$ cat config.mk
export PLATFORM = sky130hd
export DESIGN_NAME = rvfi_check_sched_flat
export DESIGN_NICKNAME = d
export VERILOG_FILES = /design/src/rtl/rvfi_check_sched_pkg.sv /design/src/rtl/rvfi_check_sched_if.sv /design/src/rtl/rvfi_check_sched_sat_counter.sv /design/src/rtl/rvfi_check_sched.sv /design/src/flat_wrapper.sv
export SDC_FILE = /design/constraint.sdc
export NUM_CORES = 1
export LEC_CHECK = 0
export CAP_MARGIN = 15
export CELL_PAD_IN_SITES_DETAIL_PLACEMENT = 1
export CELL_PAD_IN_SITES_GLOBAL_PLACEMENT = 1
export CORE_UTILIZATION = 34
export CTS_CLUSTER_DIAMETER = 150
export DETAILED_ROUTE_END_ITERATION = 16
export PLACE_DENSITY_LB_ADDON = 0.1
export SETUP_SLACK_MARGIN = 0.3
export SLEW_MARGIN = 40
export SYNTH_ARGS = -nofsm -noshare
export SYNTH_HDL_FRONTEND = slang
export SYNTH_SLANG_ARGS = --single-unit
$ cat constraint.sdc
create_clock -name clock -period 2.85 [get_ports clock]
set_input_delay 0.7125 -clock clock [delete_from_list [all_inputs] [get_ports clock]]
set_output_delay 0.7125 -clock clock [all_outputs]
set_load 0.01 [all_outputs]
$ cat src/rtl/rvfi_check_sched_pkg.sv
// rvfi_sched_pkg: shared types for the formal check scheduler.
// Holds the FSM state encoding and the default cycle counter width.
package rvfi_sched_pkg;

    localparam int CW_DEF = 8;

    typedef enum logic [1:0] {
        S_RST  = 2'd0,
        S_PRE  = 2'd1,
        S_POST = 2'd2,
        S_DONE = 2'd3
    } sched_state_t;

endpackage

$ cat src/rtl/rvfi_check_sched_if.sv
// rvfi_check_sched_if: scheduler <-> checker/environment bundle.
// master (scheduler): takes trig_in/check_in, drives cycle,
// checker_reset, trig, check, state, done, order_err. slave: mirror.
interface rvfi_check_sched_if
    import rvfi_sched_pkg::*;
#(
    parameter int CW = CW_DEF
) ();

    logic          trig_in;
    logic          check_in;
    logic [CW-1:0] cycle;
    logic          checker_reset;
    logic          trig;
    logic          check;
    sched_state_t  state;
    logic          done;
    logic          order_err;

    modport master (
        input  trig_in, check_in,
        output cycle, checker_reset, trig, check,
        output state, done, order_err
    );

    modport slave (
        output trig_in, check_in,
        input  cycle, checker_reset, trig, check,
        input  state, done, order_err
    );

endinterface

$ cat src/rtl/rvfi_check_sched_sat_counter.sv
// rvfi_sat_counter: saturating cycle counter, sync reset to 1.
// Ports: clock, reset (sync, active-high), cycle (0 while reset).
module rvfi_sat_counter #(
    parameter int CW = 8
) (
    input  logic          clock,
    input  logic          reset,
    output logic [CW-1:0] cycle
);

    logic [CW-1:0] cnt_q;

    always_ff @(posedge clock) begin
        if (reset) begin
            cnt_q <= CW'(1);
        end else if (cnt_q != '1) begin
            cnt_q <= cnt_q + 1'b1;
        end
    end

    assign cycle = reset ? '0 : cnt_q;

endmodule

$ cat src/rtl/rvfi_check_sched.sv
// rvfi_check_sched: sequences one formal check (reset window, trig, check).
// Ports: clock, reset (sync, active-high), bus (rvfi_check_sched_if.master).
// Macro RVFI_SCHED_UNBOUNDED_EN: trig/check requests come from trig_in/check_in.
module rvfi_check_sched
    import rvfi_sched_pkg::*;
#(
    parameter int          CW           = CW_DEF,
    parameter int unsigned RESET_CYCLES = 1,
    parameter int unsigned TRIG_CYCLE   = 10,
    parameter int unsigned CHECK_CYCLE  = 15
) (
    input  logic                clock,
    input  logic                reset,
    rvfi_check_sched_if.master  bus
);

    logic [CW-1:0] cycle;
    logic [CW-1:0] cycle_nxt;
    logic [31:0]   cyc32;
    logic [31:0]   nxt32;
    logic          ckr;
    logic          next_ckr;
    logic          trig_req;
    logic          check_req;
    sched_state_t  state_q;
    sched_state_t  state_cur;
    sched_state_t  state_n;
    logic          trig;
    logic          check;

    rvfi_sat_counter #(.CW(CW)) u_cnt (
        .clock (clock),
        .reset (reset),
        .cycle (cycle)
    );

    // Value the counter will show next cycle; leaving S_RST on it lines
    // S_PRE up with the first cycle checker_reset is low.
    assign cycle_nxt = (cycle == '1) ? cycle : cycle + 1'b1;
    assign cyc32     = 32'(cycle);
    assign nxt32     = 32'(cycle_nxt);
    assign ckr       = cyc32 < RESET_CYCLES;
    assign next_ckr  = nxt32 < RESET_CYCLES;

`ifdef RVFI_SCHED_UNBOUNDED_EN
    logic err_q;
    logic err_set;

    assign trig_req  = bus.trig_in;
    assign check_req = bus.check_in;
    assign err_set   = (state_cur == S_PRE) & !ckr
                     & check_req & !trig_req;

    always_ff @(posedge clock) begin
        if (reset) begin
            err_q <= 1'b0;
        end else if (err_set) begin
            err_q <= 1'b1;
        end
    end

    assign bus.order_err = err_q;
`else
    assign trig_req      = (cyc32 == TRIG_CYCLE);
    assign check_req     = (cyc32 == CHECK_CYCLE);
    assign bus.order_err = 1'b0;
`endif

    // Reset overrides the registered state combinationally so pulses
    // and done drop in the very cycle reset is asserted.
    assign state_cur = reset ? S_RST : state_q;

    always_ff @(posedge clock) begin
        if (reset) begin
            state_q <= S_RST;
        end else begin
            state_q <= state_n;
        end
    end

    always_comb begin
        state_n = state_q;
        trig    = 1'b0;
        check   = 1'b0;
        unique case (state_cur)
            S_RST: begin
                if (!next_ckr) begin
                    state_n = S_PRE;
                end
            end
            S_PRE: begin
                if (!ckr && trig_req) begin
                    trig    = 1'b1;
                    check   = check_req;
                    state_n = check_req ? S_DONE : S_POST;
                end
            end
            S_POST: begin
                if (!ckr && check_req) begin
                    check   = 1'b1;
                    state_n = S_DONE;
                end
            end
            S_DONE: begin
                state_n = S_DONE;
            end
            default: begin
                state_n = S_RST;
            end
        endcase
    end

    assign bus.cycle         = cycle;
    assign bus.checker_reset = ckr;
    assign bus.trig          = trig;
    assign bus.check         = check;
    assign bus.state         = state_cur;
    assign bus.done          = (state_cur == S_DONE);

endmodule

$ cat src/flat_wrapper.sv
// flat-port wrapper written by rule: the top's interface ports become plain ports
module rvfi_check_sched_flat import rvfi_sched_pkg::*;
#(
    parameter int          CW           = CW_DEF,
    parameter int unsigned RESET_CYCLES = 1,
    parameter int unsigned TRIG_CYCLE   = 10,
    parameter int unsigned CHECK_CYCLE  = 15
)
  (clock, reset, bus_trig_in, bus_check_in, bus_cycle, bus_checker_reset, bus_trig, bus_check, bus_state, bus_done, bus_order_err);
  rvfi_check_sched_if #(.CW(CW)) bus_i ();
  input  logic clock;
  input  logic reset;
  input wire logic [$bits(bus_i.trig_in)-1:0] bus_trig_in;
  input wire logic [$bits(bus_i.check_in)-1:0] bus_check_in;
  output wire logic [$bits(bus_i.cycle)-1:0] bus_cycle;
  output wire logic [$bits(bus_i.checker_reset)-1:0] bus_checker_reset;
  output wire logic [$bits(bus_i.trig)-1:0] bus_trig;
  output wire logic [$bits(bus_i.check)-1:0] bus_check;
  output wire logic [$bits(bus_i.state)-1:0] bus_state;
  output wire logic [$bits(bus_i.done)-1:0] bus_done;
  output wire logic [$bits(bus_i.order_err)-1:0] bus_order_err;
  assign bus_i.trig_in = bus_trig_in;
  assign bus_i.check_in = bus_check_in;
  assign bus_cycle = bus_i.cycle;
  assign bus_checker_reset = bus_i.checker_reset;
  assign bus_trig = bus_i.trig;
  assign bus_check = bus_i.check;
  assign bus_state = bus_i.state;
  assign bus_done = bus_i.done;
  assign bus_order_err = bus_i.order_err;
  rvfi_check_sched #(.CW(CW), .RESET_CYCLES(RESET_CYCLES), .TRIG_CYCLE(TRIG_CYCLE), .CHECK_CYCLE(CHECK_CYCLE)) u_core (.clock(clock), .reset(reset), .bus(bus_i));
endmodule
==> impl_metrics.json <==
{
  "status": "finished clean",
  "avgSynthCellArea_um2": 8.43,
  "end_kind": "primary output",
  "synth_cell_types": 33,
  "critPathBufInv": 2,
  "htreeDepth": 1,
  "critPathRequiredTime_ns": 2.14,
  "power_density_nw_per_um2": 360,
  "drc_errors": 0,
  "num_rows": 16,
  "report.final.slew_viol_count": 0,
  "n_antenna_cell": 0,
  "synth_fp_nets": 99,
  "clkTransAtPathRegs_ns": 0.07,
  "ir_drop_mv": 0.238,
  "layout-drive-gt1-share": 0.261,
  "clockBufferDepth": 2,
  "max_freq_mhz": 391,
  "via_per_inst": 4.90,
  "synth_area_um2": 733,
  "track_usage": 0.177,
  "cts_tree": "yes",
  "die_area_um2": 2350,
  "grt_max_degree": 9,
  "gp_congestion": 0.727,
  "ctsRootBufferMaster": "clkbuf_4",
  "critical_path.slowest_cell": "nor4bb_4",
  "r2r_start": "u_core.u_cnt.cnt_q[0]",
  "path_class": "in -> out",
  "synthArstFlopShare": 0,
  "holdWs_ns": 0.595,
  "rsz0062_at_grt": "yes",
  "clock-sinks": 10,
  "dr_total_vias": 696,
  "critPathLaunch": "reset",
  "drt_pass1_iterations": 4,
  "layout_min_cycle_time_ns": 2.56,
  "fin_crit_sh": 0.898,
  "holdCritStartpoint": "u_core.u_cnt.cnt_q[6]",
  "setup_viol": 0,
  "wirelength_um": 1810,
  "fp.dieW_um": 48.4,
  "first_iter_violations": 11,
  "ys.flop_type": "dfxtp_1",
  "hpwl_um": 1360,
  "finalClockSkew_ns": 0.00263,
  "crit_path_max_incr_delay_ns": 0.28,
  "leakage_nw": 0.472,
  "yosysSeqAreaShare": 0.273,
  "hold_viol_final": 0,
  "fill_cells": 253,
  "grt_pass1_vias": 724,
  "ys_seq_elements": 10,
  "grt_pass1_wl_um": 3220,
  "clk_latency_ns": 0.27,
  "start_kind": "input port",
  "ant_nets": 0,
  "synth_edf_count": 0,
  "path_cells": "buf_2 -> nand2b_4 -> ha_1 -> nor4bb_4 -> and3_2 -> clkdlybuf4s15_2",
  "cts_inserted_buffers": 3,
  "die_h_um": 48.4,
  "antenna_found_initial": 0,
  "maxCapViolCount": 0,
  "core_um2": 2000,
  "area_delta_synth_final_pct": 44.2,
  "grt-ovfl-total": 0,
  "fin_area_um2": 1060,
  "routedWlPerCell_um": 12.8,
  "finalNetCount": 129,
  "crit_arrival_ns": 1.85,
  "crit_family": "simple AND/OR/NAND/NOR gates",
  "hold_path.class": "reg -> reg",
  "yosysWarnings": 0,
  "path_max_fanout": 4,
  "io_pins": 19,
  "initial_core_util": 0.366,
  "port_buffers": 15,
  "hold_buffers": 0,
  "syn-instance-count": 87,
  "placed_area_um2": 977
}
[logic make-up after synthesis]
| kind of cell | after synthesis | share of synthesized area |
|---|---|---|
| multiplexers | 4 | 0.0580 |
| flip-flops | 10 | 0.273 |
| other | 1 | 0.00511 |
| AO/OA/AOI/OAI | 11 | 0.101 |
| XOR/XNOR | 2 | 0.0239 |
| adder cells (fa/ha/maj) | 8 | 0.137 |
| AND/OR/NAND/NOR | 42 | 0.352 |
| buffers and inverters | 9 | 0.0512 |
[layer usage]
| layer | global-route usage | up-vias | part of all wire |
|---|---|---|---|
| met5 | 0 | - | 0 |
| li1 | - | 354 | - |
| met2 | 0.300 | 14 | 0.50 |
| met1 | 0.212 | 324 | 0.45 |
| met3 | 0.0157 | 4 | 0.030 |
| met4 | 0.118 | 0 | 0.026 |
[placed cells by master (no fill, tap or decap), drive strengths merged, types with 3 or more instances in the layout]
master / synthesis / final
a21oi: 4 / 4
nor2: 11 / 11
clkbuf: 1 / 4
nor2b: 8 / 8
dlygate4sd2: 0 / 4
inv: 6 / 6
dfxtp: 10 / 10
clkdlybuf4s50: 0 / 8
nand2b: 5 / 5
nor3: 3 / 3
ha: 8 / 8
buf: 2 / 14
nand2: 4 / 4
[final cells by class]
| type | instances | area (um2) | area share |
|---|---|---|---|
| timing repair buffer | 28 | 238 | 0.225 |
| tap | 27 | 33.8 | 0.0320 |
| multi-input combinational | 68 | 541 | 0.511 |
| sequential | 10 | 200 | 0.189 |
| clock buffer | 3 | 22.5 | 0.0213 |
| inverter | 6 | 22.5 | 0.0213 |
[final timing paths]
path                      endpoint  slack (ns)  cells after the start
max                       bus_trig        0.29                      6
min          u_core.u_cnt.cnt_q[6]        0.59                      2
max reg2reg      u_core.state_q[1]        0.86                      6
min reg2reg  u_core.u_cnt.cnt_q[6]        0.59                      2
[stage by stage]
stage | util | TNS (ns) | setup slack (ns) | cells | total power, mW
global route | 0.528 | 0 | 0.220 | 142 | 0.405
CTS | 0.528 | 0 | 0.297 | 142 | 0.383
floorplan | - | 0 | 0.421 | 87 | 0.222
global placement | 0.488 | -1.97 | -0.456 | 136 | 0.270
detailed placement | 0.488 | -2.34 | -0.509 | 136 | 0.275
finish | 0.528 | 0 | 0.290 | 142 | 0.380
[state kept, by name, indices dropped and copies added (netlist names)]
register            flops
u_core.u_cnt.cnt_q      8
u_core.state_q          2
[power by group]
group	total, mW	switching [mW]	internal, mW
combinational	0.119	0.0512	0.0679
sequential	0.163	0.0125	0.151
clock	0.0982	0.0494	0.0489
[synth_stat cells (2+ instances only)]
cell,number,share of area
a21oi_1,4,0.027
dfxtp_1,10,0.27
ha_1,8,0.14
inv_1,6,0.031
mux2_1,2,0.031
mux2i_1,2,0.027
nand2_1,4,0.020
nand2b_1,5,0.043
nand3_1,2,0.014
nor2_1,11,0.056
nor2b_1,8,0.068
nor3_1,2,0.014
o21ai_0,2,0.014
xor2_1,2,0.024
[timing repair]
item / 4_1_cts / 5_1_grt
setup endpoints to repair: 16 / 3
gates resized for setup: 20 / 2
setup buffers: 3 / 0
[tightest hold or removal path: stages, from the launching register on]
cell	delay (ns)
dfxtp_1	0.37
nor2_1	0.12
a211oi_1	0.05
Power figures use the tool's default switching activity.
